**src/rtl/dice_img_pkg.sv**
```systemverilog
// Shared image constants, FSM state encoding and bank encoding for the DIC image path.
// Latency: n/a (types and constants only).
// Backpressure: n/a.
package dice_img_pkg;

    localparam int IMG_W_DEFAULT = 232;
    localparam int IMG_H_DEFAULT = 448;
    localparam int FRAME_PIXELS  = IMG_W_DEFAULT * IMG_H_DEFAULT;

    typedef enum logic [1:0] {
        ST_IDLE  = 2'd0,
        ST_WRITE = 2'd1,
        ST_DONE  = 2'd2
    } state_t;

    // Bank encoding is shared with the downstream ref/def swap mux.
    typedef enum logic {
        BANK_A = 1'b0,
        BANK_B = 1'b1
    } bank_t;

endpackage

```
**src/rtl/pix_addr_counter.sv**
```systemverilog
// Loadable pixel address counter: load-to-1 on SOF, increment per word, clear at frame end.
// Latency: count updates on the edge after the control strobe; terminal flag is combinational.
// Backpressure: none, the caller only strobes i_inc on accepted words.
module pix_addr_counter #(
    parameter int ADDR_W = 17,
    parameter int COUNT  = 232 * 448
) (
    input  logic              clk,
    input  logic              rst,
    input  logic              i_load1,
    input  logic              i_inc,
    input  logic              i_clr,
    output logic [ADDR_W-1:0] o_cnt,
    output logic              o_tc
);

    localparam logic [ADDR_W-1:0] LAST = ADDR_W'(COUNT - 1);

    logic [ADDR_W-1:0] r_cnt;

    // Clear wins over load, load wins over increment (a SOF word restarts at 1).
    always_ff @(posedge clk or posedge rst) begin
        if (rst) begin
            r_cnt <= '0;
        end else if (i_clr) begin
            r_cnt <= '0;
        end else if (i_load1) begin
            r_cnt <= ADDR_W'(1);
        end else if (i_inc) begin
            r_cnt <= r_cnt + ADDR_W'(1);
        end
    end

    assign o_cnt = r_cnt;
    // High while the next word to be written is the last pixel of the frame.
    assign o_tc  = (r_cnt == LAST);

endmodule

```
**src/rtl/frame_pingpong_writer.sv**
```systemverilog
// Writes the pixel stream into alternating frame banks (odd frames A, even frames B) and counts frames.
// Latency: write strobe one cycle after the accepting edge; frame_done the cycle after the last strobe.
// Backpressure: pix_ready drops for the single DONE cycle that ends each frame, otherwise always ready.
module frame_pingpong_writer
    import dice_img_pkg::*;
#(
    parameter int IMG_W  = IMG_W_DEFAULT,
    parameter int IMG_H  = IMG_H_DEFAULT,
    parameter int DATA_W = 32,
    parameter int ADDR_W = 17
) (
    input  logic              clk,
    input  logic              rst,
    input  logic              pix_valid,
    input  logic              pix_sof,
    input  logic [DATA_W-1:0] pix_data,
    output logic              pix_ready,
    output logic              wr_en_a,
    output logic              wr_en_b,
    output logic [ADDR_W-1:0] wr_addr,
    output logic [DATA_W-1:0] wr_data,
    output logic [31:0]       frame_counter,
    output logic              frame_done,
    output logic              sof_err,
    output logic              busy
);

    localparam int N = IMG_W * IMG_H;

    state_t            r_state;
    state_t            w_state_nxt;
    bank_t             r_bank;
    logic              r_pix_ready;
    logic              r_wr_en_a;
    logic              r_wr_en_b;
    logic [ADDR_W-1:0] r_wr_addr;
    logic [DATA_W-1:0] r_wr_data;
    logic [31:0]       r_frame_counter;
    logic              r_frame_done;
    logic              r_sof_err;
    logic              r_busy;

    logic              w_accept;
    logic              w_wr;
    logic [ADDR_W-1:0] w_addr_nxt;
    logic [DATA_W-1:0] w_data_nxt;
    logic              w_sof_err_nxt;
    logic              w_done_nxt;
    logic              w_load1;
    logic              w_inc;
    logic              w_clr;
    logic [ADDR_W-1:0] w_cnt;
    logic              w_tc;

    assign w_accept = pix_valid && r_pix_ready;

    pix_addr_counter #(
        .ADDR_W (ADDR_W),
        .COUNT  (N)
    ) u_cnt (
        .clk     (clk),
        .rst     (rst),
        .i_load1 (w_load1),
        .i_inc   (w_inc),
        .i_clr   (w_clr),
        .o_cnt   (w_cnt),
        .o_tc    (w_tc)
    );

    // State register.
    always_ff @(posedge clk or posedge rst) begin
        if (rst) begin
            r_state <= ST_IDLE;
        end else begin
            r_state <= w_state_nxt;
        end
    end

    // Next state plus next values of the write port and pulses.
    always_comb begin
        w_state_nxt   = r_state;
        w_wr          = 1'b0;
        w_addr_nxt    = r_wr_addr;
        w_data_nxt    = r_wr_data;
        w_sof_err_nxt = 1'b0;
        w_done_nxt    = 1'b0;
        w_load1       = 1'b0;
        w_inc         = 1'b0;
        w_clr         = 1'b0;
        case (r_state)
            ST_IDLE: begin
                // Words before a SOF are dropped silently.
                if (w_accept && pix_sof) begin
                    w_wr        = 1'b1;
                    w_addr_nxt  = '0;
                    w_data_nxt  = pix_data;
                    w_load1     = 1'b1;
                    w_state_nxt = ST_WRITE;
                end
            end
            ST_WRITE: begin
                if (w_accept) begin
                    w_wr       = 1'b1;
                    w_data_nxt = pix_data;
                    if (pix_sof) begin
                        // Abort and restart the same bank; frame count is untouched.
                        w_addr_nxt    = '0;
                        w_load1       = 1'b1;
                        w_sof_err_nxt = 1'b1;
                    end else begin
                        w_addr_nxt = w_cnt;
                        w_inc      = 1'b1;
                        if (w_tc) begin
                            w_state_nxt = ST_DONE;
                        end
                    end
                end
            end
            ST_DONE: begin
                w_clr       = 1'b1;
                w_done_nxt  = 1'b1;
                w_state_nxt = ST_IDLE;
            end
            default: begin
                w_state_nxt = ST_IDLE;
            end
        endcase
    end

    // Registered outputs, bank select and frame counter.
    always_ff @(posedge clk or posedge rst) begin
        if (rst) begin
            r_bank          <= BANK_A;
            r_pix_ready     <= 1'b0;
            r_wr_en_a       <= 1'b0;
            r_wr_en_b       <= 1'b0;
            r_wr_addr       <= '0;
            r_wr_data       <= '0;
            r_frame_counter <= '0;
            r_frame_done    <= 1'b0;
            r_sof_err       <= 1'b0;
            r_busy          <= 1'b0;
        end else begin
            r_pix_ready  <= (w_state_nxt != ST_DONE);
            r_busy       <= (w_state_nxt == ST_WRITE);
            r_wr_en_a    <= w_wr && (r_bank == BANK_A);
            r_wr_en_b    <= w_wr && (r_bank == BANK_B);
            r_wr_addr    <= w_addr_nxt;
            r_wr_data    <= w_data_nxt;
            r_frame_done <= w_done_nxt;
            r_sof_err    <= w_sof_err_nxt;
            if (r_state == ST_DONE) begin
                r_frame_counter <= r_frame_counter + 32'd1;
                r_bank          <= (r_bank == BANK_A) ? BANK_B : BANK_A;
            end
        end
    end

    assign pix_ready     = r_pix_ready;
    assign wr_en_a       = r_wr_en_a;
    assign wr_en_b       = r_wr_en_b;
    assign wr_addr       = r_wr_addr;
    assign wr_data       = r_wr_data;
    assign frame_counter = r_frame_counter;
    assign frame_done    = r_frame_done;
    assign sof_err       = r_sof_err;
    assign busy          = r_busy;

endmodule

```
**config.mk**
```make
export PLATFORM = sky130hd
export DESIGN_NAME = frame_pingpong_writer
export DESIGN_NICKNAME = d
export VERILOG_FILES = /design/src/rtl/dice_img_pkg.sv /design/src/rtl/pix_addr_counter.sv /design/src/rtl/frame_pingpong_writer.sv
export SDC_FILE = /design/constraint.sdc
export NUM_CORES = 1
export LEC_CHECK = 0
export ABC_AREA = 1
export CAP_MARGIN = 10
export CORE_MARGIN = 8
export CORE_UTILIZATION = 50
export CTS_CLUSTER_SIZE = 8
export DETAILED_ROUTE_END_ITERATION = 6
export DONT_BUFFER_PORTS = 1
export GPL_ROUTABILITY_DRIVEN = 0
export PLACE_DENSITY = 0.73
export SYNTH_ARGS = -nofsm -noshare
export SYNTH_HDL_FRONTEND = slang
export SYNTH_SLANG_ARGS = --single-unit
```
**constraint.sdc**
```tcl
create_clock -name clk -period 4.7 [get_ports clk]
set_input_delay 0.705 -clock clk [delete_from_list [all_inputs] [get_ports clk]]
set_output_delay 0.705 -clock clk [all_outputs]
set_load 0.01 [all_outputs]
```
# Word level (Yosys, flattened, before mapping)
# Index checks and enable logic that the tools add are counted.
# W data, S select, Z words.
# op_classes
n_eq_ne,7
n_bitwise,1
muxes,27
reduce_logical,8
addsub,2
# op_table
op,n
$mux W17,6
$mux W32,2
$pmux W32 S2,1
$pmux W17 S2,1
$add A32 B1 Y32 const B,1
$add A17 B1 Y17 const B,1
$eq A17 B17 Y1 const B,1
$mux W1,10
$mux W2,4
$ne A2 B2 Y1 const B,3
$eq A2 B1 Y1 const B,2
$logic_and A1 B1 Y1,4
$pmux W1 S2,2
$pmux W2 S2,1
$reduce_and A3 Y1,1
$reduce_bool A3 Y1,1
$eq A2 B2 Y1 const B,1
$logic_not A2 Y1,1
$reduce_bool A2 Y1,1
$not A1 Y1,1
# totals
output_inout_bits,87
register_bits,107
wordCells,57
in_bits,36

# Longest topological paths before layout
# Gate-level depths: netlist (run 1).
# depth
word_depth,6
depth_mapped,9
depth_no_buf,9

# Hierarchy
# Synthesis (run 1) repeated with hierarchy kept, for this count alone.
# hier_totals
cells_unflattened,623
area_unflattened_um2,5017.3
# by_module_without_submodules
mod,cells_each,n_inst,seq_area_each_um2,area_per_inst_um2
frame_pingpong_writer,472,1,2252.2,3960.0
pix_addr_counter,151,1,425.4,1057.3

# Least setup slack after synthesis (run 1)
# OpenSTA, ideal clock, no wires.
# synth_path
path_kind,input to register
from,input pix_valid
to,"register u_cnt.r_cnt[3], in the netlist u_cnt.o_cnt[3]"
n_path_buf,1
required_ns,4.577
setup_time_ns,0.123
cell_stages,8
arrival_time_ns,1.414
slack_ns,3.163
cell_sequence,nand2_1 nor2_1 nand2_1 inv_1 buf_4 nand2_1 o21ai_0 a21oi_1
# synth_via
elab_chain_len,6
word_cells_on_any_way,10
cone_classes,mux (7); reduce/logical (3)
# synth_rtl
element,line_no,text
from (decl),frame_pingpong_writer.sv:14,"input logic pix_valid,"
$logic_and A1 B1 Y1 (*),frame_pingpong_writer.sv:55,assign w_accept = pix_valid && r_pix_ready;
$logic_and A1 B1 Y1,frame_pingpong_writer.sv:93,if (w_accept && pix_sof) begin
$mux W1,frame_pingpong_writer.sv:93,
$pmux W1 S2,frame_pingpong_writer.sv:90,case (r_state)
$mux W17,pix_addr_counter.sv:27,end else if (i_load1) begin
$mux W17,pix_addr_counter.sv:25,end else if (i_clr) begin
to (signal assigned),pix_addr_counter.sv:30,r_cnt <= r_cnt + ADDR_W'(1);
to (decl),pix_addr_counter.sv:19,logic [ADDR_W-1:0] r_cnt;
# Mark *: on every way between the ends. The rest lies on a longest branch, timed or not.
# A chain may end at the register's enable or synchronous reset.

# Worst setup path after layout (run 1)
# layout_path
from,register r_state[1]
to,"register u_cnt.r_cnt[3], in the netlist u_cnt.o_cnt[3]"
# layout_via
elab_chain_len,4
word_cells_on_any_way,9
cone_classes,eq/ne (2); mux (5); reduce/logical (2)
# layout_rtl
element,line_no,text
from (decl),frame_pingpong_writer.sv:30,state_t r_state;
from (signal assigned),frame_pingpong_writer.sv:75,r_state <= w_state_nxt;
$eq A2 B1 Y1 or $logic_not A2 Y1 (tied branches),frame_pingpong_writer.sv:90,
$pmux W1 S2,frame_pingpong_writer.sv:90,
$mux W17,pix_addr_counter.sv:27,
$mux W17,pix_addr_counter.sv:25,
# Several ways; a longest one is shown, not always the timed one.

==> out/summary.txt, run 1 <==
Clk sinks: 107
Syn avg cell area: 8.322 sq um
Post-synthesis compound-gate area fraction: 1.807%
Dpl hpwl: 8312 um
Gate Count Post-Synth: 599
H-tree level count: 3
Adder-Cell Fraction of Synth Area: 0.5020%
P per Cell Area: 304.3 nW/um^2
Post-route DRC: 0
Biggest area consumer among synthesized cells: dfrtp_1
Die area: 13420 sq um
Nets: 637
R2R Path Start: r_state[1]$_DFF_PP0_
Layout area overhead: 4.769%
CP required: 4.96 ns
Pleak: 0.002661 uW
Row count: 36
Clk buf depth: 2
Iter 0 DRT Violations: 337
Top cells by area, synth: dfrtp_1, nand2_1, nor2_1, nand3_1, inv_1
Worst slack, placed: 2.560 ns
Setup violators final: 0
Final Util: 53.68%
Setup WS post-layout: 2.712 ns
Vias in the first global route: 3715
First-pass GRT wire length: 18380 um
CTS tree: built
Part of the cycle the worst path needs: 42.29%
Post-synth EDFFs: 0
Top cells by count, synth: nand2_1, dfrtp_1, nor2_1
Most frequent cell after synthesis: nand2_1
Final Hold Fails: 0
Pin count of the biggest net entering global routing: 62
Gr usage total: 17.06%
Vias: 3838
GRT Residual Overflow: 0
Hold-fix buffers at CTS: 0
Mapped Nets: 637
Setup tns final: 0 ns
Max Fclk: 0.5031 GHz
Status: complete, no violations
Seq cells post-synth: 107
Placeable Area: 9729 sq um
Clk_lat worst skew: 0.36 ns
Fraction of layout cells with a size suffix above 1: 6.468%
Initial antenna violation count: 0
I/O Pins: 123
CTS root buffer: clkbuf_8
Slew HR: 51.82%
Post-Synth XOR/XNOR Area: 4.568%
Initial Util: 51.23%
Crit path launch type: register
Antenna-violating nets left: 0
Max VDD drop: 0.0001573 V
Die Y: 115.8 um
Post-synthesis cell area: 4985 sq um
Simple logic cell fraction of the synthesized area: 33.26%
Synth Flop Type: dfrtp_1
Worst Path Arrival: 2.24 ns
Slew Limit Fails: 0
Total setup buffers inserted after CTS: 0
Final WL: 11180 um
Layout Cells excl Fill: 736
Hold Path Class: input port to asynchronous set/reset pin
Post-synthesis mux area share: 0%
PortBufs: 0
Crit path capture type: register
CTS buffer count: 9
Clk slew on worst S/H paths: 0.10 ns
Cells on worst reg2reg path: 6
Sequential fraction of the synthesis area: 53.71%
DR pass1 iterations: 7
Worst-Margin Slew: 0.7227 ns
Largest family of logic cells by synthesized area: simple AND/OR/NAND/NOR gates
Fin Clk Skew: 0.01156 ns
Crit path max fanout: 11
Antenna cell count: 0
Dpl cells: 721
Yosys warnings: 0
Yosys cell types: 28
RSZ-0062 raised after global routing: no
Resized cells post-CTS: 0
Share of the synthesized area in the top cell type: 53.71%
Setup CP Type: register to register
Reg2reg setup slack: 2.71 ns
Vias per inst: 5.215
Min cycle time layout: 1.988 ns
WL/cell: 15.19 um
Worst reg2reg path endpoint: u_cnt.o_cnt[3]$_DFFE_PP0P_
Die width: 115.8 um
Total of max-cap violations: 0
Ys async rst share: 100.0%
[layout make-up]
cell class,instances,area (sq um)
fillers,933,4507
flip-flops and latches,107,2678
multi-input cells,429,2001
inverters,51,196.4
well taps,133,166.4
clock buffers,9,123.9
clock inverters,6,50.05
repair buffers,1,7.507
[cell usage in the layout (no fill, tap or decap)]
master        n
inv_2         4
nand2_1     250
inv_6         1
dfrtp_1     107
and3_1        1
a21oi_1       9
o21ai_0       5
xor2_1       13
nand3_2       1
nor3_1       10
nor2_8        1
o21ai_1       1
nor2_1       53
clkinv_2      1
nand3b_1      4
o21bai_1      2
nand3_4       1
clkbuf_8      9
xnor2_1      13
ha_1          2
inv_4         2
clkinvlp_4    1
nand3_1      39
inv_8         1
nand4_1      10
nor2_4        5
nand2_4       2
nor2_2        4
nand4_2       1
nand2_2       2
inv_1        45
clkinv_4      2
buf_4         1
[power breakdown]
part           leakage, uW  internal [uW]  switching, uW
Clock            0.0000876            197            315
Combinational      0.00116           21.8           64.0
Sequential         0.00141            952           40.4
Total              0.00266           1170            419
[critical path, stage by stage (launching register included)]
cell and delay (ns):
dfrtp_1 0.44, nor2_1 0.30, nand2_1 0.43, inv_1 0.40
nand2_1 0.11, o21ai_0 0.16, a21oi_1 0.05
[state kept, by name (all words and copies together) (netlist names)]
register / cells
wr_data: 32
wr_en_a: 1
frame_counter: 32
wr_addr: 17
wr_en_b: 1
r_state: 2
u_cnt.o_cnt: 17
sof_err: 1
pix_ready: 1
frame_done: 1
r_bank: 1
busy: 1
[per-stage QoR]
step	cell area, sq um	power [uW]	hold slack, ns
finish	5223	1589	0.3414
detailed placement	5049	1099	0.4162
global route	5223	1673	0.3796
global placement	5049	1093	0.4085
CTS	5223	1610	0.3488
floorplan	4985	1078	0.4019
[cells by family after synthesis]
group	Yosys count
compound gates	17
fa+ha+maj	2
flops	107
xor+xnor	26
simple gates	384
buf+inv	63
[how the worst max path moves through the flow]
stage	from	cells past startpoint	to	slack, ns
after floorplan	rst	1	busy$_DFF_PP0_	1.18
after global placement	pix_valid	7	u_cnt.o_cnt[3]$_DFFE_PP0P_	2.58
after detailed placement	pix_valid	7	wr_addr[11]$_DFFE_PP0P_	2.56
after CTS	r_state[1]$_DFF_PP0_	6	u_cnt.o_cnt[3]$_DFFE_PP0P_	2.74
after global routing	r_state[1]$_DFF_PP0_	6	u_cnt.o_cnt[3]$_DFFE_PP0P_	2.52
final	r_state[1]$_DFF_PP0_	6	u_cnt.o_cnt[3]$_DFFE_PP0P_	2.71
[layer usage]
layer | vias up | GRT usage [%] | routed length [um]
li1 | 1861 | - | -
met1 | 1802 | 21.88 | 4627
met2 | 160 | 26.67 | 5157
met3 | 15 | 5.315 | 1235
met4 | 0 | 5.964 | 158
met5 | - | 0 | 0
Note: power is estimated with default switching activity, not from simulation.
==> run 2, diff against run 1 <==
clock period = 2 ns   (was 4.7 ns; I/O delays follow)
==> run 2 against run 1 <==
Against the previous run: wire length rose by 1.1%; maximum frequency up 21%; sequential share of layout area decreased by 0.52 points; non-clock buffer count is 5 higher; global-route usage is 0.32 points lower; combinational power up 140%; total power up 140%; hold slack worse by 0.33 ns; critical endpoint is now frame_counter[26]$_DFFE_PP0P_; highest routed layer unchanged.
==> out/summary.txt, run 2 (same netlist as run 1, synthesis figures left out) <==
Status: complete, no violations
Seq pwr share: 60.7%
Layout area overhead: 5.848%
Initial Util: 51.23%
Resized cells post-CTS: 0
Initial antenna violation count: 0
Clk_lat worst skew: 0.36 ns
Vias: 3841
Part of the cycle the worst path needs: 82.29%
Combinational Power Share: 5.4%
Max VDD drop: 0.0004283 V
Clk sinks: 107
RSZ-0062 raised after global routing: no
Setup tns final: 0 ns
Pleak: 0.002688 uW
CTS root buffer: clkbuf_8
Total Power: 3840 uW
Vias in the first global route: 3695
Antenna-violating nets left: 0
Max Fclk: 0.6076 GHz
CP required: 2.24 ns
Dpl cells: 726
Post-route DRC: 0
Total of max-cap violations: 0
Crit path launch type: register
Filler cells: 917
Final WL: 11310 um
Fraction of layout cells with a size suffix above 1: 7.084%
Worst slack, placed: 0.3658 ns
Total setup buffers inserted after CTS: 0
Setup violators final: 0
Fin Clk Skew: 0.01097 ns
Iter 0 DRT Violations: 240
Routed length on met1: 4746 um
Die Y: 115.8 um
Top layer in use: met4
Hold Path Class: input port to asynchronous set/reset pin
Placeable Area: 9729 sq um
Gr usage total: 16.74%
Worst-Margin Slew: 0.6712 ns
Slew HR: 55.25%
Metal3 WL: 1237 um
Nets: 642
Layout Cells excl Fill: 740
Sw power: 943.6 uW
DR WL met2: 5214 um
Clk buf depth: 2
Antenna cell count: 0
First-pass GRT wire length: 17910 um
Die area: 13420 sq um
Commonest non-fill, non-tap cell in the layout: nand2_1
H-tree level count: 3
Crit path max fanout: 5
CTS buffer count: 9
Final Util: 54.23%
Min cycle time layout: 1.646 ns
Sw Share: 24.57%
WL/cell: 15.28 um
Vias per inst: 5.191
Hold-fix buffers at CTS: 0
Setup CP Type: register to register
Final Hold Fails: 0
Die width: 115.8 um
Pin count of the biggest net entering global routing: 57
Slew Limit Fails: 0
Most frequent cells in the layout: nand2_1, dfrtp_1, nor2_1
Crit path capture type: register
I/O Pins: 123
Row count: 36
Clk slew on worst S/H paths: 0.10 ns
CTS tree: built
P per Cell Area: 727.9 nW/um^2
Clock share of power: 33.9%
Dpl hpwl: 8296 um
GRT Residual Overflow: 0
Worst Path Arrival: 1.88 ns
Setup WS post-layout: 0.3541 ns
DR pass1 iterations: 4
P_int: 2897 uW
PortBufs: 0
[run 2: changes by cell type in the layout (fill, tap and decap cells not counted)]
cell / delta
inv_8: -1
clkinv_4: -2
inv_4: -1
clkbuf_8: +1
buf_4: +5
bufinv_16: +1
clkinvlp_4: +1
[run 2: critical path: stages, from the launching register on]
cell     delay, ns
dfrtp_1       0.47
ha_1          0.23
nand3_1       0.11
nor2_1        0.15
nand2_1       0.13
nor2_2        0.22
nand2_1       0.10
xnor2_1       0.13
[run 2: cell type report]
cell class | count | area (sq um) | share of cell area [%]
Sequential cell | 107 | 2678 | 50.75
Multi-Input combinational cell | 429 | 2001 | 37.92
Inverter | 51 | 197.7 | 3.747
Tap cell | 133 | 166.4 | 3.154
Clock buffer | 10 | 137.6 | 2.608
Clock inverter | 4 | 51.30 | 0.9723
Timing Repair Buffer | 6 | 45.04 | 0.8537
[run 2: per-layer routing]
metal / global-route usage, % / vias to the layer above
li1: - / 1874
met1: 20.69 / 1823
met2: 26.94 / 136
met3: 5.888 / 8
met4: 5.099 / 0
met5: 0 / -
[run 2: worst paths after layout]
check | slack (ns) | start | depth (start not counted) | end
max reg2reg | 0.35 | frame_counter[0]$_DFFE_PP0P_ | 7 | frame_counter[26]$_DFFE_PP0P_
min | 0.009 | rst | 2 | frame_counter[29]$_DFFE_PP0P_
min reg2reg | 0.43 | r_bank$_DFFE_PP0P_ | 1 | wr_en_a$_DFF_PP0_
max in group asynchronous | 1.52 | rst | 2 | u_cnt.o_cnt[0]$_DFFE_PP0P_
min in group clk | 0.05 | pix_data[4] | 2 | wr_data[4]$_DFFE_PP0P_
max | 0.35 | frame_counter[0]$_DFFE_PP0P_ | 7 | frame_counter[26]$_DFFE_PP0P_
[run 2: power by group through the flow]
stage	registers, uW	logic, uW	clock network [uW]
finish	2330	209	1300
global route	2340	242	1460
CTS	2330	214	1350
detailed placement	2370	213	0
global placement	2370	202	0
floorplan	2350	181	0
[run 2: through the flow]
step                      area, sq um  hold slack [ns]
final                            5276         0.008803
after global routing             5276          0.02356
after CTS                        5276          0.02329
after detailed placement         5087           0.4176
after global placement           5087           0.4090
after floorplan                  4989           0.4019
